File: config.mk
export PLATFORM = sky130hd
export DESIGN_NAME = shift_sequencer
export DESIGN_NICKNAME = d
export VERILOG_FILES = /design/src/rtl/shift_sequencer.sv
export SDC_FILE = /design/constraint.sdc
export NUM_CORES = 1
export LEC_CHECK = 0
export ABC_AREA = 1
export CAP_MARGIN = 30
export CORE_ASPECT_RATIO = 1.4
export CORE_MARGIN = 2
export CORE_UTILIZATION = 46
export DETAILED_ROUTE_END_ITERATION = 10
export DONT_BUFFER_PORTS = 1
export GPL_TIMING_DRIVEN = 0
export MAX_ROUTING_LAYER = met4
export PLACE_DENSITY = 0.68
export RECOVER_POWER = 100
export SLEW_MARGIN = 20
export SYNTH_ARGS = -nofsm -noshare
export SYNTH_HDL_FRONTEND = slang
export SYNTH_SLANG_ARGS = --single-unit
File: constraint.sdc
create_clock -name clk -period 2.4 [get_ports clk]
set_input_delay 0.48 -clock clk [delete_from_list [all_inputs] [get_ports clk]]
set_output_delay 0.48 -clock clk [all_outputs]
set_load 0.005 [all_outputs]
File: src/rtl/shift_sequencer.sv
// -----------------------------------------------------------------------------
// shift_sequencer
//
// Multi-cycle shift unit controller that sits beside the ALU. Instead of a
// barrel shifter it runs a working register through shamt applications of a
// 1-bit shift primitive (SLL / SRL / SRA). The core pulses start, stalls on
// busy, and picks the result up on the one-cycle done pulse.
//
// Optional build macro: SHIFT_STEP4_EN
//   When defined, each SHIFT cycle applies the primitive four times if at
//   least four steps remain, otherwise once. Results are bit-identical to the
//   default build; only the latency changes.
//
// Parameters:
//   N        datapath width in bits
//   SHAMT_W  shift-amount width (2**SHAMT_W >= N)
//
// Ports:
//   clk      system clock, rising edge
//   rst      synchronous, active-high reset (priority over start)
//   start    request pulse, accepted in IDLE or DONE, ignored in SHIFT
//   op       00 SLL, 01 SRL, 10 SRA, 11 treated as SLL
//   data_in  operand, captured when start is accepted
//   shamt    shift amount, captured when start is accepted
//   busy     high while in SHIFT
//   done     one-cycle pulse, result valid
//   result   working register; holds its final value in IDLE
// -----------------------------------------------------------------------------
module shift_sequencer #(
    parameter int N       = 32,
    parameter int SHAMT_W = 5
) (
    input  logic               clk,
    input  logic               rst,
    input  logic               start,
    input  logic [1:0]         op,
    input  logic [N-1:0]       data_in,
    input  logic [SHAMT_W-1:0] shamt,
    output logic               busy,
    output logic               done,
    output logic [N-1:0]       result
);

    typedef enum logic [1:0] {
        IDLE  = 2'd0,
        SHIFT = 2'd1,
        DONE  = 2'd2
    } state_t;

    localparam logic [1:0] OP_SRL = 2'b01;
    localparam logic [1:0] OP_SRA = 2'b10;

    state_t             state, state_next;
    logic [N-1:0]       w, w_next;
    logic [1:0]         op_q, op_next;
    logic [SHAMT_W-1:0] remaining, remaining_next;
    logic [SHAMT_W-1:0] step;
    logic               accept;

    // The single 1-bit shift primitive; every step, including the 4-bit
    // stride, is built from repeated applications of it. Anything other than
    // SRL/SRA (including op=11) shifts left.
    function automatic logic [N-1:0] shift1(input logic [N-1:0] v,
                                            input logic [1:0]   o);
        logic [N-1:0] r;
        case (o)
            OP_SRL:  r = {1'b0, v[N-1:1]};
            OP_SRA:  r = {v[N-1], v[N-1:1]};   // sign bit replicated each step
            default: r = {v[N-2:0], 1'b0};
        endcase
        return r;
    endfunction

    // A new request is taken whenever we are not mid-shift; taking it in DONE
    // is what gives back-to-back operation with no idle cycle.
    assign accept = start && (state != SHIFT);

    always_comb begin
        // NOTE: every signal written here gets a default first, so no path
        // through the block leaves one unassigned and no latch is inferred.
        state_next     = state;
        w_next         = w;
        op_next        = op_q;
        remaining_next = remaining;
        step           = '0;

        case (state)
            SHIFT: begin
`ifdef SHIFT_STEP4_EN
                if (remaining >= SHAMT_W'(4)) begin
                    step = SHAMT_W'(4);
                    for (int i = 0; i < 4; i++) begin
                        w_next = shift1(w_next, op_q);
                    end
                end else begin
                    step   = SHAMT_W'(1);
                    w_next = shift1(w, op_q);
                end
`else
                step   = SHAMT_W'(1);
                w_next = shift1(w, op_q);
`endif
                remaining_next = remaining - step;
                // Leave SHIFT on the edge that consumes the last steps.
                state_next     = (remaining == step) ? DONE : SHIFT;
            end
            DONE:    state_next = IDLE;
            default: state_next = IDLE;
        endcase

        if (accept) begin
            w_next         = data_in;
            op_next        = op;
            remaining_next = shamt;
            state_next     = (shamt != '0) ? SHIFT : DONE;
        end
    end

    always_ff @(posedge clk) begin
        // NOTE: sequential state uses non-blocking assignments so every
        // register samples its next value from the same pre-edge snapshot.
        if (rst) begin
            state     <= IDLE;
            w         <= '0;
            op_q      <= '0;
            remaining <= '0;
        end else begin
            state     <= state_next;
            w         <= w_next;
            op_q      <= op_next;
            remaining <= remaining_next;
        end
    end

    // Outputs depend on registered state only; no input reaches them
    // combinationally.
    assign busy   = (state == SHIFT);
    assign done   = (state == DONE);
    assign result = w;

endmodule
# Yosys cells after proc, flatten, opt, wreduce, memory -nomap -nowiden

Index checks and enable logic that the tools add are counted.

Equal/unequal tests: 7
Muxes and demuxes: 9
Reduce and logical (&&, ||, !) cells: 4
$add $sub $neg: 1

Operators by type and width:

| kind                | number |
|---|---|
| $mux 32             | 2 |
| $pmux 32 s2         | 1 |
| $mux 5              | 2 |
| $mux 2              | 4 |
| $eq 5x1->1 const B  | 1 |
| $reduce_bool 5->1   | 1 |
| $sub 5x1->5 const B | 1 |
| $eq 2x1->1 const B  | 2 |
| $eq 2x2->1 const B  | 2 |
| $ne 2x1->1 const B  | 1 |
| $ne 2x2->1 const B  | 1 |
| $reduce_and 2->1    | 1 |
| $reduce_bool 2->1   | 1 |
| $logic_and 1x1->1   | 1 |

Register bits after elaboration: 41
Input bits: 42

# Logic depth before layout (Yosys ltp)

Word-level depth: 4
Depth in mapped cells: 10
Gate-level depth less buffers: 9

# Least setup slack after synthesis

OpenSTA, ideal clock, no wires.

Path type: register to register
Start point: register op_q[0]
End point: register w[12] (netlist: result[12])
Required time: 2.272 ns
Arrival: 1.234 ns
Stages on the path, launching flop included: 10
Slack: 1.039 ns
Cell sequence: dfxtp_1 > inv_1 > ha_1 > clkbuf_1 > buf_2 > nand2_1 > nand2_1 > nor2_1 > nor2_1 > nor2_1

Longest elaborated chain between the ends: 4
Elaborated cells on any way between the ends: 5

RTL lines:

| item                                     | line | RTL |
|---|---|---|
| start: declaration                       | 55   | `logic [1:0] op_q, op_next;` |
| start signal: assignment                 | 130  | `op_q <= op_next;` |
| $eq 2x2->1 or $eq 2x1->1 (tied branches) | 66   | `case (o)` |
| $pmux 32 s2 (*)                          | 66   |  |
| $mux 32 (*)                              | 87   | `case (state)` |
| $mux 32 (*)                              | 111  | `if (accept) begin` |
| end signal: assignment                   | 129  | `w <= w_next;` |
| end: declaration                         | 54   | `logic [N-1:0] w, w_next;` |

Mark *: on every way between the ends. The rest lies on a longest branch, timed or not. The select of a mux whose other input is x is not followed.
A chain may end at the register's enable or synchronous reset.

# Worst setup path in the final report

Start point: register state[0]
End point: output port busy

Longest elaborated chain between the ends: 1

RTL lines:

| item                     | line | RTL |
|---|---|---|
| start: declaration       | 53   | `state_t state, state_next;` |
| start signal: assignment | 128  | `state <= state_next;` |
| $eq 2x1->1               | 137  | `assign busy = (state == SHIFT);` |
| end: declaration         | 39   | `output logic busy,` |

Every way passes these cells.

==> out/metrics.yaml <==
cts:
  cts_root_buffer: "sky130_fd_sc_hd__clkbuf_8"
  cts_inserted_buffers: 5
  tritoncts: "done"
  postCtsHoldBufs: 0
  cts.path.max_buffers: 2
  cts.repair_timing.setup_buffer_count: 0
  clock_sinks: 41
  h-tree-depth: 2
  clock_insertion_delay_worst_skew_ps: 300
  cts-resized-gates: 0
  worst_setup_hold_path_clk_slew_ps: 80
power_and_ir_drop:
  peakVddDrop_mv: 0.301
  p_per_area_mw_per_mm2: 659
  leakagePower_nw: 1.47
setup_path:
  crit_chain: "inv_1 > nor2_4 > clkbuf_1"
  ff_to_ff_path_depth: 9
  launching_element_type_of_the_critical_path: "flop"
  critical_path_buf_inv_count: 2
  worst-r2r-setup-slack_ps: 550
  timing.critical_path.max_delay_family: "buffers and inverters"
  worstSetupPathType: "flop to output port"
  critPathMaxFanout: 10
  setup.worst_path.start: "state[0]$_SDFF_PP0_"
  cp_slowest_stage_delay_ps: 450
  cpMaxStageDelayCell: "sky130_fd_sc_hd__clkbuf_1"
  reg2reg_from: "state[1]$_SDFF_PP0_"
  regToRegEndpoint: "result[30]$_SDFFE_PP0P_"
  worstPathArrival_ps: 1450
  endpoint_kind: "output port"
  critical_path_required_ps: 1920
yosys:
  synth_compound_gate_area_share_pct: 2.52
  synth.area.top_cells: "sky130_fd_sc_hd__dfxtp_1, sky130_fd_sc_hd__nand2_1, sky130_fd_sc_hd__nand3_1"
  postSynth.topFlopCell: "sky130_fd_sc_hd__dfxtp_1"
  yosys.area.top_type_share_pct: 30.7
  yosys-mux-area-fraction_pct: 0
  ys_types: 24
  synth_adder_area_share_pct: 1.87
  synthesis.area_mm2: 0.00268
  netlist_instances: 461
  synth-edff-count: 0
  synth_xor_area_share_pct: 0
  synth_top_family_by_area: "simple AND/OR/NAND/NOR gates"
  synth_simple_gate_area_share_pct: 53.1
  synth_async_sr_flop_share_pct: 0
  ys_warn_count: 0
  seq_area_frac_synth_pct: 30.7
  synth.net_count: 507
  synth_area_per_cell_um2: 5.81
  synth_seq_cells: 41
  synth_largest_area_cell: "sky130_fd_sc_hd__dfxtp_1"
layout:
  final_cell_count_no_fill: 537
  finish.net_count: 514
  layout-area-overhead-vs-synth_pct: 6.59
  diodes: 0
  final_layout_size_suffix_gt1_share_pct: 6.40
  fillers: 608
  area.sequential_um2: 821
  multi_input_area_mm2: 0.00153
timing:
  max_freq_mhz: 518
  grt_setup_unrepaired: "false"
  tightest_slew_ps: 722
  setup_viol: 0
  totalNegativeSetupSlack_ps: 0
  slew-limit-headroom_pct: 51.8
  fin_crit_sh_pct: 80.4
  finalHoldViolCount: 0
  final.hold.worst_slack_ps: 241
  fin_worst_skew_ps: 10.2
  slew_viol_final: 0
  finalWorstPathRequiredPeriod_ps: 1930
route:
  drtPass1Iterations: 4
  detailedRoute.firstIterationViolations: 164
  post_drt_wl_per_cell_um: 14.1
  num_vias: 2723
  drt-total-wl_um: 7590
  drc_errors: 0
  ant_nets: 0
  routed_via_density: 5.07
place:
  io_buffer_count: 0
  gpl.final_weighted_congestion: 0.927
  place.detailed.instances: 529
  place_hpwl_um: 5610
grt:
  grt_antenna_before_repair: 0
  grt_usage_pct: 26.4
  number_of_global_route_vias_before_repair: 2708
  grt_overflow_total: 0
  grt_start_max_net_pins: 13
  grt_first_pass_wirelength_um: 12500
floorplanning:
  dieArea_mm2: 0.00646
  floorplan.initialDensity_pct: 48.1
  fp.dieH_um: 94.3
  fp.dieW_um: 68.5
  core_area_mm2: 0.00557
  row_count: 32
  ios: 76
flow_run:
  maxCapViolCount: 0
hold_path:
  worst_hold_path.num_cells: 1
  endpoint_with_the_worst_hold_slack: "state[1]$_SDFF_PP0_"
  min-delay-path-class: "input port to flop"
  timing.hold.worst.start: "rst"
status:
  status: "finished clean"
## routing by layer
layer	global-route usage, %	vias up	part of all wire, %
li1	-	1432	-
met1	31.8	1195	42
met2	43.5	84	49
met3	4.92	12	6.6
met4	8.67	0	2.3
met5	-	-	0
## cells in the final DEF (no fill, tap or decap), drive strengths merged
| cell type | instances |
|---|---|
| nor3 | 1 |
| nor2 | 94 |
| ha | 4 |
| nand3 | 72 |
| buf | 18 |
| inv | 35 |
| dfxtp | 41 |
| or2 | 3 |
| nand2 | 168 |
| bufinv | 1 |
| o21ai | 7 |
| clkbuf | 17 |
| a21oi | 5 |
| o21bai | 1 |
| nand4 | 1 |
| nand3b | 1 |
## kinds of logic (layout without fill, tap and decap cells)
group                    Yosys count  in the layout
AND/OR/NAND/NOR                  340            340
AO/OA/AOI/OAI                     13             13
adder cells (fa/ha/maj)            4              4
buffers and inverters             63             71
flip-flops                        41             41
## synth_stat cells, types with 2 or more instances
cell,number
sky130_fd_sc_hd__buf_4,4
sky130_fd_sc_hd__nor2_1,92
sky130_fd_sc_hd__inv_1,34
sky130_fd_sc_hd__nand2_1,165
sky130_fd_sc_hd__dfxtp_1,41
sky130_fd_sc_hd__a21oi_1,5
sky130_fd_sc_hd__buf_6,7
sky130_fd_sc_hd__ha_1,4
sky130_fd_sc_hd__clkbuf_1,7
sky130_fd_sc_hd__nand3_1,72
sky130_fd_sc_hd__buf_2,9
sky130_fd_sc_hd__or2_0,2
sky130_fd_sc_hd__o21ai_0,7
sky130_fd_sc_hd__nor2_4,2
## through the flow
| step | power (W) | cell area (um2) | worst slack [ps] | util [%] |
|---|---|---|---|---|
| 2_1_floorplan | 0.00120 | 2680 | 1040 | - |
| 3_3_place_gp | 0.00131 | 2760 | 824 | 49.6 |
| 3_5_place_dp | 0.00132 | 2760 | 791 | 49.6 |
| 4_1_cts | 0.00191 | 2880 | 674 | 51.7 |
| 5_1_grt | 0.00200 | 2850 | 316 | 51.3 |
| 6_report | 0.00188 | 2850 | 470 | 51.3 |
## sequential cells by signal, summed over array words and instances, names as in the netlist
register and flops:
op_q 2, remaining 5, result 32, state 2
## cell type report
cell class	instances	area share [%]
multi-input cells	357	53.6
flip-flops and latches	41	28.8
plain buffers	28	5.96
inverters	35	4.60
clock buffers	7	3.02
well taps	68	2.98
clock inverters	1	1.05
## worst max-delay path by stage
stage / end / slack [ps] / depth (start not counted)
6_report: busy / 470 / 3
5_1_grt: busy / 320 / 3
4_1_cts: busy / 670 / 3
3_5_place_dp: result[12]$_SDFFE_PP0P_ / 790 / 6
3_3_place_gp: result[31]$_SDFFE_PP0P_ / 820 / 6
2_1_floorplan: result[12]$_SDFFE_PP0P_ / 1040 / 9
## power breakdown
group          switching (W)  leakage [nW]  internal, W
sequential         0.0000759         0.337     0.000741
combinational       0.000317          1.07     0.000168
clock               0.000241        0.0585     0.000339
## worst reg2reg max path, cell delays in order, from the launching register on
cell and delay, ps:
sky130_fd_sc_hd__dfxtp_1 380, sky130_fd_sc_hd__inv_1 90, sky130_fd_sc_hd__nand2_1 90, sky130_fd_sc_hd__clkbuf_1 560
sky130_fd_sc_hd__nand2_8 150, sky130_fd_sc_hd__nand2_1 160, sky130_fd_sc_hd__buf_6 160, sky130_fd_sc_hd__nor2_1 50
sky130_fd_sc_hd__nand2_1 70, sky130_fd_sc_hd__nand2_1 40
Note: power is estimated with default switching activity, not from simulation.
